===== src/rtl/inst_trace_buf_if.sv =====
// Trace buffer bus: capture side, consumer handshake and status counters.
// The master modport is the system/bench side, the slave modport is the buffer.
interface inst_trace_buf_if #(
    parameter int unsigned DEPTH = 8,
    parameter int unsigned CHARS = 6
);
    localparam int unsigned CW = $clog2(DEPTH) + 1;

    logic                 in_valid;
    logic [31:0]          in_pc;
    logic [31:0]          in_instr;
    logic                 freeze;
    logic                 clr;
    logic                 out_valid;
    logic                 out_ready;
    logic [31:0]          out_pc;
    logic [31:0]          out_instr;
    logic [8*CHARS-1:0]   out_ascii;
    logic [CW-1:0]        count;
    logic [15:0]          drop_cnt;

    modport master (
        output in_valid, in_pc, in_instr, freeze, clr, out_ready,
        input  out_valid, out_pc, out_instr, out_ascii, count, drop_cnt
    );

    modport slave (
        input  in_valid, in_pc, in_instr, freeze, clr, out_ready,
        output out_valid, out_pc, out_instr, out_ascii, count, drop_cnt
    );
endinterface


===== src/rtl/inst_trace_buf.sv =====
// Retired-instruction trace FIFO with a registered MIPS32 mnemonic decode stage.
// Define TRACE_ASCII_EN to build the decoder and ascii storage; otherwise out_ascii is all spaces.
module inst_trace_buf #(
    parameter int unsigned DEPTH     = 8,
    parameter int unsigned CHARS     = 6,
    parameter int unsigned OVERWRITE = 0
) (
    input  logic               clk,
    input  logic               rst_n,
    inst_trace_buf_if.slave    bus
);
    localparam int unsigned AW = $clog2(DEPTH);
    localparam int unsigned CW = AW + 1;
    localparam int unsigned AB = 8 * CHARS;

    logic          r_d_valid;
    logic [31:0]   r_d_pc;
    logic [31:0]   r_d_instr;
    logic [AW-1:0] r_wptr;
    logic [AW-1:0] r_rptr;
    logic [CW-1:0] r_count;
    logic [15:0]   r_drop;
    logic [31:0]   r_mem_pc    [DEPTH];
    logic [31:0]   r_mem_instr [DEPTH];

    logic w_empty;
    logic w_full;
    logic w_push;
    logic w_pop;
    logic w_ovr;
    logic w_wr;

    assign w_empty = (r_count == '0);
    assign w_full  = (r_count == CW'(DEPTH));
    assign w_push  = r_d_valid;
    assign w_pop   = !w_empty && bus.out_ready;
    assign w_ovr   = w_push && w_full && !w_pop;
    // When full with a simultaneous pop, wptr equals rptr, so writing the head slot is safe.
    assign w_wr    = !bus.clr && w_push && (!w_full || w_pop || (OVERWRITE != 0));

    always_ff @(posedge clk or negedge rst_n) begin
        if (!rst_n) begin
            r_d_valid <= 1'b0;
            r_d_pc    <= '0;
            r_d_instr <= '0;
        end else begin
            r_d_valid <= bus.in_valid && !bus.freeze && !bus.clr;
            if (bus.in_valid && !bus.freeze) begin
                r_d_pc    <= bus.in_pc;
                r_d_instr <= bus.in_instr;
            end
        end
    end

    always_ff @(posedge clk or negedge rst_n) begin
        if (!rst_n) begin
            r_wptr  <= '0;
            r_rptr  <= '0;
            r_count <= '0;
            r_drop  <= '0;
        end else if (bus.clr) begin
            r_wptr  <= '0;
            r_rptr  <= '0;
            r_count <= '0;
            r_drop  <= '0;
        end else begin
            if (w_wr) begin
                r_wptr <= r_wptr + 1'b1;
            end
            if (w_pop || (w_ovr && (OVERWRITE != 0))) begin
                r_rptr <= r_rptr + 1'b1;
            end
            if (w_push && !w_pop && !w_full) begin
                r_count <= r_count + 1'b1;
            end else if (w_pop && !w_push) begin
                r_count <= r_count - 1'b1;
            end
            if (w_ovr && (r_drop != '1)) begin
                r_drop <= r_drop + 1'b1;
            end
        end
    end

    always_ff @(posedge clk) begin
        if (w_wr) begin
            r_mem_pc[r_wptr]    <= r_d_pc;
            r_mem_instr[r_wptr] <= r_d_instr;
        end
    end

    assign bus.out_valid = !w_empty;
    assign bus.out_pc    = w_empty ? '0 : r_mem_pc[r_rptr];
    assign bus.out_instr = w_empty ? '0 : r_mem_instr[r_rptr];
    assign bus.count     = r_count;
    assign bus.drop_cnt  = r_drop;

`ifdef TRACE_ASCII_EN
    logic [AB-1:0] r_mem_ascii [DEPTH];
    logic [63:0]   w_mnem;
    logic [AB-1:0] w_d_ascii;

    function automatic logic [63:0] f_mnem(input logic [31:0] instr);
        logic [5:0]  op;
        logic [5:0]  fn;
        logic [4:0]  rs;
        logic [4:0]  rt;
        logic [63:0] m;
        op = instr[31:26];
        rs = instr[25:21];
        rt = instr[20:16];
        fn = instr[5:0];
        m  = "N-R     ";
        if (instr == 32'h0000_0000) begin
            m = "NOP     ";
        end else begin
            case (op)
                6'h00: case (fn)
                    6'h00: m = "SLL     ";  6'h02: m = "SRL     ";  6'h03: m = "SRA     ";
                    6'h04: m = "SLLV    ";  6'h06: m = "SRLV    ";  6'h07: m = "SRAV    ";
                    6'h08: m = "JR      ";  6'h09: m = "JALR    ";  6'h0C: m = "SYSCALL ";
                    6'h0D: m = "BREAK   ";  6'h10: m = "MFHI    ";  6'h11: m = "MTHI    ";
                    6'h12: m = "MFLO    ";  6'h13: m = "MTLO    ";  6'h18: m = "MULT    ";
                    6'h19: m = "MULTU   ";  6'h1A: m = "DIV     ";  6'h1B: m = "DIVU    ";
                    6'h20: m = "ADD     ";  6'h21: m = "ADDU    ";  6'h22: m = "SUB     ";
                    6'h23: m = "SUBU    ";  6'h24: m = "AND     ";  6'h25: m = "OR      ";
                    6'h26: m = "XOR     ";  6'h27: m = "NOR     ";  6'h2A: m = "SLT     ";
                    6'h2B: m = "SLTU    ";
                    default: m = "N-R     ";
                endcase
                6'h01: case (rt)
                    5'h00: m = "BLTZ    ";  5'h01: m = "BGEZ    ";
                    5'h10: m = "BLTZAL  ";  5'h11: m = "BGEZAL  ";
                    default: m = "N-R     ";
                endcase
                6'h10: begin
                    if (instr == 32'h4200_0018) m = "ERET    ";
                    else if (rs == 5'h00)       m = "MFC0    ";
                    else if (rs == 5'h04)       m = "MTC0    ";
                end
                6'h02: m = "J       ";  6'h03: m = "JAL     ";  6'h04: m = "BEQ     ";
                6'h05: m = "BNE     ";  6'h06: m = "BLEZ    ";  6'h07: m = "BGTZ    ";
                6'h08: m = "ADDI    ";  6'h09: m = "ADDIU   ";  6'h0A: m = "SLTI    ";
                6'h0B: m = "SLTIU   ";  6'h0C: m = "ANDI    ";  6'h0D: m = "ORI     ";
                6'h0E: m = "XORI    ";  6'h0F: m = "LUI     ";  6'h20: m = "LB      ";
                6'h21: m = "LH      ";  6'h23: m = "LW      ";  6'h24: m = "LBU     ";
                6'h25: m = "LHU     ";  6'h28: m = "SB      ";  6'h29: m = "SH      ";
                6'h2B: m = "SW      ";
                default: m = "N-R     ";
            endcase
        end
        return m;
    endfunction

    assign w_mnem = f_mnem(r_d_instr);

    // Mnemonics are stored 8 chars wide, space-padded; fit them to CHARS here.
    always_comb begin
        w_d_ascii = {CHARS{8'h20}};
        for (int unsigned i = 0; i < CHARS; i++) begin
            if (i < 8) begin
                w_d_ascii[AB-1-8*i -: 8] = w_mnem[63-8*((i < 8) ? i : 0) -: 8];
            end
        end
    end

    always_ff @(posedge clk) begin
        if (w_wr) begin
            r_mem_ascii[r_wptr] <= w_d_ascii;
        end
    end

    assign bus.out_ascii = w_empty ? {CHARS{8'h20}} : r_mem_ascii[r_rptr];
`else
    assign bus.out_ascii = {CHARS{8'h20}};
`endif
endmodule


===== src/flat_wrapper.sv =====
// flat-port wrapper written by rule: the top's interface ports become plain ports
module inst_trace_buf_flat 
#(
    parameter int unsigned DEPTH     = 8,
    parameter int unsigned CHARS     = 6,
    parameter int unsigned OVERWRITE = 0
)
  (clk, rst_n, bus_in_valid, bus_in_pc, bus_in_instr, bus_freeze, bus_clr, bus_out_ready, bus_out_valid, bus_out_pc, bus_out_instr, bus_out_ascii, bus_count, bus_drop_cnt);
  inst_trace_buf_if #(.DEPTH(DEPTH), .CHARS(CHARS)) bus_i ();
  input  logic clk;
  input  logic rst_n;
  input wire logic [$bits(bus_i.in_valid)-1:0] bus_in_valid;
  input wire logic [$bits(bus_i.in_pc)-1:0] bus_in_pc;
  input wire logic [$bits(bus_i.in_instr)-1:0] bus_in_instr;
  input wire logic [$bits(bus_i.freeze)-1:0] bus_freeze;
  input wire logic [$bits(bus_i.clr)-1:0] bus_clr;
  input wire logic [$bits(bus_i.out_ready)-1:0] bus_out_ready;
  output wire logic [$bits(bus_i.out_valid)-1:0] bus_out_valid;
  output wire logic [$bits(bus_i.out_pc)-1:0] bus_out_pc;
  output wire logic [$bits(bus_i.out_instr)-1:0] bus_out_instr;
  output wire logic [$bits(bus_i.out_ascii)-1:0] bus_out_ascii;
  output wire logic [$bits(bus_i.count)-1:0] bus_count;
  output wire logic [$bits(bus_i.drop_cnt)-1:0] bus_drop_cnt;
  assign bus_i.in_valid = bus_in_valid;
  assign bus_i.in_pc = bus_in_pc;
  assign bus_i.in_instr = bus_in_instr;
  assign bus_i.freeze = bus_freeze;
  assign bus_i.clr = bus_clr;
  assign bus_i.out_ready = bus_out_ready;
  assign bus_out_valid = bus_i.out_valid;
  assign bus_out_pc = bus_i.out_pc;
  assign bus_out_instr = bus_i.out_instr;
  assign bus_out_ascii = bus_i.out_ascii;
  assign bus_count = bus_i.count;
  assign bus_drop_cnt = bus_i.drop_cnt;
  inst_trace_buf #(.DEPTH(DEPTH), .CHARS(CHARS), .OVERWRITE(OVERWRITE)) u_core (.clk(clk), .rst_n(rst_n), .bus(bus_i));
endmodule

===== config.mk =====
export PLATFORM = sky130hd
export DESIGN_NAME = inst_trace_buf_flat
export DESIGN_NICKNAME = d
export VERILOG_FILES = /design/src/rtl/inst_trace_buf_if.sv /design/src/rtl/inst_trace_buf.sv /design/src/flat_wrapper.sv
export SDC_FILE = /design/constraint.sdc
export NUM_CORES = 1
export LEC_CHECK = 0
export ABC_CLOCK_PERIOD_IN_PS = 12940
export CAP_MARGIN = 20
export CORE_ASPECT_RATIO = 0.6
export CORE_MARGIN = 3
export CORE_UTILIZATION = 45
export CTS_CLUSTER_DIAMETER = 60
export DETAILED_ROUTE_END_ITERATION = 6
export PLACE_DENSITY = 0.7
export REMOVE_ABC_BUFFERS = 1
export SYNTH_ARGS = -nofsm -noshare
export SYNTH_HDL_FRONTEND = slang
export SYNTH_SLANG_ARGS = --single-unit

===== constraint.sdc =====
create_clock -name clk -period 12.94 [get_ports clk]
set_clock_uncertainty 0.05 [all_clocks]
set_input_delay 2.588 -clock clk [delete_from_list [all_inputs] [get_ports clk]]
set_output_delay 2.588 -clock clk [all_outputs]
set_load 0.02 [all_outputs]

# After elaboration in Yosys (flattened, before gate mapping)
# Memory sizes are Yosys's and may differ from the RTL's.
# Cells that the tools add are included.
# totals
register_bits	91
ram_bits	512
output_inout_bits	133
wordCells	52
n_memories	2
# mem_list
name	words	width	read_ports	rd_ports_with_merged_regs	wr	line	text
u_core.r_mem_instr	8	32	1	0	1	inst_trace_buf.sv:24	logic [31:0] r_mem_instr [DEPTH];
u_core.r_mem_pc	8	32	1	0	1	inst_trace_buf.sv:23	logic [31:0] r_mem_pc [DEPTH];
# op_classes
n_addsub	5
eq_ne	2
n_mux	13
n_reduce_logical	23
# ops
operator	n
32-bit two-way mux	2
16-bit two-way mux	2
16-bit by 1-bit adder with 16-bit output, second input constant	1
16-bit inequality test, second input constant	1
3-bit two-way mux	4
4-bit two-way mux	3
1-bit logical AND	11
3-bit by 1-bit adder with 3-bit output, second input constant	2
1-bit zero test	6
2-bit nonzero test	3
4-bit by 1-bit adder with 4-bit output, second input constant	1
4-bit == test, second input constant	1
4-bit zero test	1
4-bit by 1-bit subtractor with 4-bit output, second input constant	1
3-bit nonzero test	1
1-bit two-way mux	2
1-bit logical OR	1

# Depth between registers and ports, before layout
# Gate-level depths: netlist (run 1).
# logic_depth
word_depth	8
ltp_mapped	10

# Least setup slack after synthesis (run 1)
# No wires, ideal clock.
# synth_path
path_type	input-to-reg
startpoint	in bus_out_ready
endpoint	mem u_core.r_mem_instr[0][0], enable pin
setup_ns	0.565
t_arrival_ns	7.542
required_ns	12.325
path_slack_ns	4.783
stages	4
path_buffers	0
cell_sequence	nand2b_1 -> o21ai_1 -> or3_1 -> nor3_1
# synth_between
elab_chain_len	5
# synth_rtl
item	line	text
from (decl)	flat_wrapper.sv:17	input wire logic [$bits(bus_i.out_ready)-1:0] bus_out_ready;
1-bit logical AND	inst_trace_buf.sv:36	assign w_pop = !w_empty && bus.out_ready;
1-bit logical OR	inst_trace_buf.sv:39	assign w_wr = !bus.clr && w_push && (!w_full || w_pop || (OVERWRITE != 0));
1-bit logical AND	inst_trace_buf.sv:39	
1-bit two-way mux	inst_trace_buf.sv:85	if (w_wr) begin
1-bit two-way mux (implied by the code)	inst_trace_buf.sv:87	r_mem_instr[r_wptr] <= r_d_instr;
to (decl)	inst_trace_buf.sv:24	
# Every way passes these cells.

# Worst setup path after layout (run 1)
# layout_path
startpoint	reg u_core.r_rptr[1]
endpoint	out bus_out_instr[4]
# layout_between
elab_chain_len	2
# layout_rtl
item	line	text
from (decl)	inst_trace_buf.sv:20	logic [AW-1:0] r_rptr;
from (signal assigned)	inst_trace_buf.sv:71	r_rptr <= r_rptr + 1'b1;
memory read 8 x 32 bit	-	
32-bit two-way mux	inst_trace_buf.sv:93	assign bus.out_instr = w_empty ? '0 : r_mem_instr[r_rptr];
to (decl)	flat_wrapper.sv:20	output wire logic [$bits(bus_i.out_instr)-1:0] bus_out_instr;
# Every way passes these cells.

==> results.md, run 1 <==
* Total grt overflow at 0
* Syn Area/Cell at 20.23 um2
* First-pass GRT wire length at between 70 and 80 mm
* # diodes at 0
* MaxCap Viol Count at 0
* Startpoint types: register
* Cell-internal power at approximately 3.7 mW
* Share of layout cells above drive strength 1 at 0.2244
* Final Max Slew Viols at 0
* R2R Setup Slk at 9.36 ns
* Relative slew slack at 0.2764
* F_max at approximately 150 MHz
* Total number of vias at about 11k
* Num Clock Sinks at 603
* Most common cell after layout, fill and taps aside: edfxtp_1
* Maximum VDD drop at about 0.11 mV
* Worst EP required at 10.30 ns
* Leakage at roughly 9 nW
* WP buf/inv at 2
* Ys Warns at 0
* Row cnt at 64
* CORE AREA at about 51000 um2
* CP Data Arrival Time at about 4.0 ns
* Initial DRC count at just under 900
* Ports at 203
* Share of power burned in the clock network at 0.326
* Clock slew at reported path FFs at about 0.070 ns
* CP top delay family: buffers and inverters
* HPWL Detailed at around 27 mm
* Origin of the critical flop-to-flop path: u_core.bus.count[1]$_DFFE_PN0P_
* Post-synthesis cell count at between 1k and 1.5k
* Worst slew pin tran at ~1.1 ns
* Setup CP Type: reg2out
* Pin count of the biggest net entering global routing at 73
* PD cells at ~180 nW/um2
* Layout net count at about 1.4k
* Design Area, Final at 27680 um2
* GRT Total Usage at 0.1793
* Detail Route Antenna Nets at 0
* Die Footprint at 55280 um2
* Tmin final at roughly 6.6 ns
* EDFF count, synth at about 510
* RSZ-0062 raised after global routing: no
* Hold depth at 2
* Yosys reg bits at between 600 and 700
* CTS tree: built
* CTS buffer count at 54
* Commonest cells after routing, fill and taps aside: edfxtp_1 (512), clkdlybuf4s50_1 (153), mux4_2 (128)
* Placed Area at approximately 26000 um2
* CTS Hold Bufs at 0
* Max FO, Critical Path at 72
* Starting Density at 0.4587
* Final Hold Fails at 0
* Fill cells at 3954
* WL per Instance at between 20 and 25 um
* Part of the cycle the worst path needs at 0.5112
* Crit-path slowest cell: dfrtp_4
* Worst flop-to-flop path endpoint: u_core.r_mem_instr[6][19]$_DFFE_PP_
* Hold Crit Class: reg2reg
* Multi-input gate area at 5584 um2
* Reg2Reg Depth at 5
* Max incr delay on CP at between 1 and 1.5 ns
* Gpl congestion at 0.7589
* Hold Startpoint: u_core.bus.drop_cnt[4]$_DFFE_PN0P_
* WL final at between 40 and 50 mm
* Comb power frac at 0.214
* Initial antenna violation count at 0
* I/O Buffers at between 150 and 200
* Setup_tns at 0 ns
* Hold Path Sink: u_core.bus.drop_cnt[4]$_DFFE_PN0P_
* Worst-skew pair later-pin latency at around 0.57 ns
* Library cells used by synthesis at between 40 and 50
* Switching Share at 0.2654
* Die Span Y at approximately 180 um
* Cell Area, Synth at 23580 um2
* Util after Layout at 0.5384
* Avg Vias per Cell at around 5.3
* Sequential share of power at 0.460
* Inst Count DP at 1978
* Outcome: complete, no violations
* Crit. End Element: primary output
* DR pass1 iterations at 5
* Main synth FF type: edfxtp_1
* DRC at 0
* Post-synthesis sequential area ratio at 0.7485
* Final std cells w/o fill at between 2k and 2.5k
* CTS max path bufs at 3
* Root Driver: clkbuf_16
* Net Switching at approximately 1.3 mW
* Async set-reset flop share out of synthesis at 0.1509
* Post-cts resize count at 0
* Area Overhead vs Synth at 17.37%
* Vias in the first global route at around 12k
* Post-CTS setup buffer count at 0
* Endpoints failing setup at 0
* Storage element area at between 15000 and 20000 um2
* Die W at between 300 and 400 um
* # H-tree levels at 2
* Crit-path cells: buf_4, mux4_2, mux2i_1, nor2_1, clkdlybuf4s50_1
[cells by family (layout without fill, tap and decap cells)]
| family | count (synthesis) | after routing | share of synthesized area |
|---|---|---|---|
| DFF | 603 | 603 | 0.7485 |
| muxes | 260 | 260 | 0.1817 |
| and+or+nand+nor | 151 | 151 | 0.02876 |
| buffers and inverters | 108 | 282 | 0.02504 |
| xor gates and xnor gates | 19 | 19 | 0.007056 |
| AOI/OAI and AO/OA | 17 | 17 | 0.005145 |
| adders and majority gates | 6 | 6 | 0.003502 |
| other | 2 | 48 | 0.0003184 |
[tightest hold or removal path, delay by kind of cell (launching register included)]
| family | cells | cell delay (ns) |
|---|---|---|
| DFF | 1 | 0.38 |
| xor gates and xnor gates | 1 | 0.08 |
| and+or+nand+nor | 1 | 0.08 |
[through the flow]
stage	hold WS, ns	power, mW	worst slack (ns)
floorplan	0.4861	3.077	4.285
global route	0.5630	5.265	6.115
detailed placement	0.5106	3.461	6.546
CTS	0.5306	5.107	5.927
finish	0.5313	5.044	6.325
global placement	0.5044	3.443	6.543
[layout make-up]
type	instances	area share
Sequential cell	603	0.6381
Multi-Input combinational cell	501	0.2017
Tap cell	693	0.03132
Clock inverter	29	0.01252
Inverter	7	0.0009492
Timing Repair Buffer	175	0.06202
Clock buffer	71	0.05334
[registers in the layout, indices dropped and copies added (netlist names)]
name / count
u_core.r_rptr: 3
u_core.r_d_pc: 32
u_core.r_d_valid: 1
u_core.bus.count: 4
u_core.r_d_instr: 32
u_core.bus.drop_cnt: 16
u_core.r_mem_pc: 256
u_core.r_mem_instr: 256
u_core.r_wptr: 3
[power groups by stage]
stage | Combinational (mW) | Sequential (mW) | Clock [mW]
after floorplan | 0.680 | 2.40 | 0
after global placement | 1.06 | 2.38 | 0
after detailed placement | 1.07 | 2.39 | 0
after CTS | 1.08 | 2.35 | 1.68
after global routing | 1.17 | 2.33 | 1.77
final | 1.08 | 2.32 | 1.64
[Yosys cell counts (all sizes together), types with 3 or more instances]
| cell type | n | area (um2) |
|---|---|---|
| ha | 5 | 62.56 |
| nor4 | 5 | 31.28 |
| clkbuf | 25 | 93.84 |
| nand3 | 5 | 25.02 |
| nor3 | 6 | 30.03 |
| edfxtp | 512 | 15370 |
| buf | 76 | 470.5 |
| nor2 | 97 | 364.1 |
| mux4 | 128 | 2883 |
| o211ai | 3 | 22.52 |
| dfrtp | 91 | 2277 |
| nand2 | 10 | 37.54 |
| mux2 | 65 | 732.0 |
| xor2 | 10 | 87.58 |
| and3 | 5 | 31.28 |
| o21ai | 4 | 20.01 |
| nand2b | 3 | 18.77 |
| inv | 7 | 26.28 |
| nand4 | 4 | 25.02 |
| nor2b | 5 | 31.28 |
| xnor2 | 9 | 78.83 |
| o31ai | 3 | 22.52 |
| mux2i | 67 | 670.6 |
| or3 | 4 | 25.02 |
[how the worst max path moves through the flow]
| stage | end | start | depth (start not counted) |
|---|---|---|---|
| after floorplan | bus_out_instr[0] | u_core.r_rptr[0]$_DFFE_PN0P_ | 3 |
| after global placement | bus_out_instr[31] | u_core.r_rptr[0]$_DFFE_PN0P_ | 5 |
| after detailed placement | bus_out_instr[31] | u_core.r_rptr[0]$_DFFE_PN0P_ | 5 |
| after CTS | bus_out_instr[31] | u_core.r_rptr[0]$_DFFE_PN0P_ | 5 |
| after global routing | bus_out_instr[24] | u_core.r_rptr[1]$_DFFE_PN0P_ | 5 |
| final | bus_out_instr[4] | u_core.r_rptr[1]$_DFFE_PN0P_ | 5 |
[metal layers]
layer / part of all wire / track usage / vias up / routed length (um)
met5: 0 / 0 / - / 0
met4: 0.014 / 0.03291 / 0 / 691
met3: 0.043 / 0.02970 / 51 / 2122
met2: 0.49 / 0.2914 / 238 / 23870
met1: 0.45 / 0.2615 / 5925 / 22110
li1: - / - / 4888 / -
No activity file was read; power rests on OpenSTA's default activity.
==> run 2: changes to the inputs <==
--- a/config.mk
+++ b/config.mk
@@ -5,14 +5,14 @@
 export SDC_FILE = /design/constraint.sdc
 export NUM_CORES = 1
 export LEC_CHECK = 0
-export ABC_CLOCK_PERIOD_IN_PS = 12940
+export ABC_CLOCK_PERIOD_IN_PS = 6000
 export CAP_MARGIN = 20
 export CORE_ASPECT_RATIO = 0.6
 export CORE_MARGIN = 3
 export CORE_UTILIZATION = 45
 export CTS_CLUSTER_DIAMETER = 60
 export DETAILED_ROUTE_END_ITERATION = 6
-export PLACE_DENSITY = 0.7
+export PLACE_DENSITY = 0.72
 export REMOVE_ABC_BUFFERS = 1
 export SYNTH_ARGS = -nofsm -noshare
 export SYNTH_HDL_FRONTEND = slang
==> constraint.sdc (replaced) <==
create_clock -name clk -period 6 [get_ports clk]
set_clock_uncertainty 0.05 [all_clocks]
set_input_delay 1.2 -clock clk [delete_from_list [all_inputs] [get_ports clk]]
set_output_delay 1.2 -clock clk [all_outputs]
set_load 0.02 [all_outputs]
==> results.md, run 2 (same netlist as run 1, synthesis figures left out) <==
* CORE AREA at 51410 um2 (unchanged)
* Share of layout cells above drive strength 1 at 0.2286 (was 0.2244)
* CTS buffer count at 54 (unchanged)
* Multi-input gate area at 5584 um2 (unchanged)
* Inst Count DP at 1983 (was 1978)
* Row cnt at 64 (unchanged)
* Worst-skew pair later-pin latency at 0.58 ns (was 0.57 ns)
* Clock slew at reported path FFs at 0.07 ns (about the same)
* I/O Buffers at 154 (unchanged)
* Die Footprint at 55280 um2 (unchanged)
* Final Hold Fails at 0 (unchanged)
* Worst EP required at 4.75 ns (was 10.30 ns)
* WL per Instance at 23.20 um (was 23.47 um)
* Hold Crit Class: reg2reg (unchanged)
* Max incr delay on CP at 0.97 ns (was 1.01 ns)
* Most common cell after layout, fill and taps aside: edfxtp_1 (unchanged)
* WL final at 48.34 mm (was 48.80 mm)
* Maximum VDD drop at 0.2285 mV (was 0.1062 mV)
* Storage element area at 17660 um2 (unchanged)
* Pin count of the biggest net entering global routing at 61 (was 73)
* # H-tree levels at 2 (unchanged)
* MaxCap Viol Count at 0 (unchanged)
* Die Span Y at 183.3 um (unchanged)
* Startpoint types: register (unchanged)
* Initial DRC count at 823 (was 867)
* Final std cells w/o fill at 2084 (was 2079)
* Max FO, Critical Path at 40 (was 72)
* Avg Vias per Cell at 5.362 (was 5.340)
* Ports at 203 (unchanged)
* Pre-CTS setup slack at 1.822 ns (was 6.546 ns)
* Gpl congestion at 0.7708 (was 0.7589)
* DR pass1 iterations at 5 (unchanged)
* Leakage at 9.008 nW (was 8.957 nW)
* Post-CTS setup buffer count at 0 (unchanged)
* F_max at approximately 210 MHz
* Setup CP Type: reg2out (unchanged)
* # diodes at 0 (unchanged)
* Area Overhead vs Synth at 17.98% (was 17.37%)
* GRT Total Usage at 0.1771 (was 0.1793)
* Total grt overflow at 0 (unchanged)
* CP top delay family: flip-flops (was buffers and inverters)
* Crit. End Element: primary output (unchanged)
* Num Clock Sinks at 603 (unchanged)
* CTS Hold Bufs at 0 (unchanged)
* Fill cells at 3964 (was 3954)
* Vias in the first global route at 11.73k (was 11.78k)
* Tmin final at between 4 and 5 ns
* Starting Density at 0.4587 (unchanged)
* Regs by FF count: u_core.r_mem_instr: 256 flops, u_core.r_mem_pc: 256 flops (unchanged)
* DRC at 0 (unchanged)
* Relative slew slack at 0.2899 (was 0.2764)
* Initial antenna violation count at 2 (was 0)
* Final Max Slew Viols at 0 (unchanged)
* RSZ-0062 raised after global routing: no (unchanged)
* Crit-path slowest cell: dfrtp_4 (unchanged)
* Worst slew pin tran at 1.065 ns (was 1.085 ns)
* Part of the cycle the worst path needs at 0.7833
* Detail Route Antenna Nets at 0 (unchanged)
* Die W at 301.5 um (unchanged)
* First-pass GRT wire length at 73.90 mm (was 74.64 mm)
* Outcome: complete, no violations (unchanged)
* Layout net count at 1422 (was 1418)
* WP buf/inv at 2 (unchanged)
* Crit-path cells: buf_12, mux4_2, mux2i_1, nor2_1, clkdlybuf4s50_1 (was buf_4, mux4_2, mux2i_1, nor2_1, clkdlybuf4s50_1)
* Commonest cells after routing, fill and taps aside: edfxtp_1 (512), clkdlybuf4s50_1 (153), mux4_2 (128) (unchanged)
* PD cells at 391.3 nW/um2 (was 182.2 nW/um2)
* Total number of vias at 11.18k (was 11.10k)
* Final worst slack at 1.300 ns (was 6.325 ns)
* CTS max path bufs at 3 (unchanged)
* Endpoints failing setup at 0 (unchanged)
* Root Driver: clkbuf_16 (unchanged)
* CTS tree: built (unchanged)
* HPWL Detailed at 26.85 mm (was 26.73 mm)
* Post-cts resize count at 0 (unchanged)
* CP Data Arrival Time at 3.45 ns (was 3.98 ns)
==> run 2: cell count changes in the layout (fill, tap and decap cells not counted), sizes merged <==
cell,previous run,this run
clkbuf,71,76
buf,22,26
bufinv,8,6
clkinv,17,15
==> run 2: cell type report <==
class                      instances  area share
clock buffer                      76     0.05562
clock inverter                    25     0.01025
inverter                           7   0.0009443
multi-input combinational        501      0.2007
sequential                       603      0.6348
tap                              693     0.03116
timing repair buffer             179     0.06655
==> run 2: worst reg2reg max path, stage by stage, from the launching register on <==
cell     delay [ns]
dfrtp_1        0.47
or3_1          0.37
o21ai_1        0.24
nor2_1         0.13
nand2_1        0.21
nor2_4         0.84
buf_4          0.41
==> run 2: where the power goes <==
part	internal (mW)	switching (mW)
registers	4.76	0.279
clock network	2.06	1.47
logic	1.17	1.15
total	7.99	2.90
==> run 2: worst paths after layout <==
check,to,slack [ns],from,cells past startpoint
setup / recovery,bus_out_pc[13],1.30,u_core.r_rptr[0]$_DFFE_PN0P_,5
hold / removal,u_core.bus.drop_cnt[10]$_DFFE_PN0P_,0.53,u_core.bus.drop_cnt[10]$_DFFE_PN0P_,2
setup reg to reg,u_core.r_mem_instr[5][28]$_DFFE_PP_,2.95,u_core.bus.count[1]$_DFFE_PN0P_,6
hold reg to reg,u_core.bus.drop_cnt[10]$_DFFE_PN0P_,0.53,u_core.bus.drop_cnt[10]$_DFFE_PN0P_,2
max in group asynchronous,u_core.r_rptr[0]$_DFFE_PN0P_,4.05,rst_n,2
min in group asynchronous,u_core.r_d_instr[12]$_DFFE_PN0P_,0.66,rst_n,1
==> run 2: routing by layer <==
layer / up-vias / GRT usage / wire length [um]
li1: 4910 / - / -
met1: 5919 / 0.2572 / 21780
met2: 272 / 0.2797 / 23040
met3: 70 / 0.03798 / 2682
met4: 4 / 0.03871 / 812
met5: - / 0 / 30
==> run 2: through the flow <==
step	instance area, um2	hold WS [ns]	power [mW]	utilization	TNS (ns)
2_1_floorplan	23190	0.4861	6.637	-	-167.86
3_3_place_gp	25990	0.4969	7.457	0.5056	0
3_5_place_dp	25990	0.5100	7.492	0.5056	0
4_1_cts	27830	0.5289	11.03	0.5413	0
5_1_grt	27830	0.5656	11.36	0.5413	0
6_report	27830	0.5277	10.89	0.5413	0
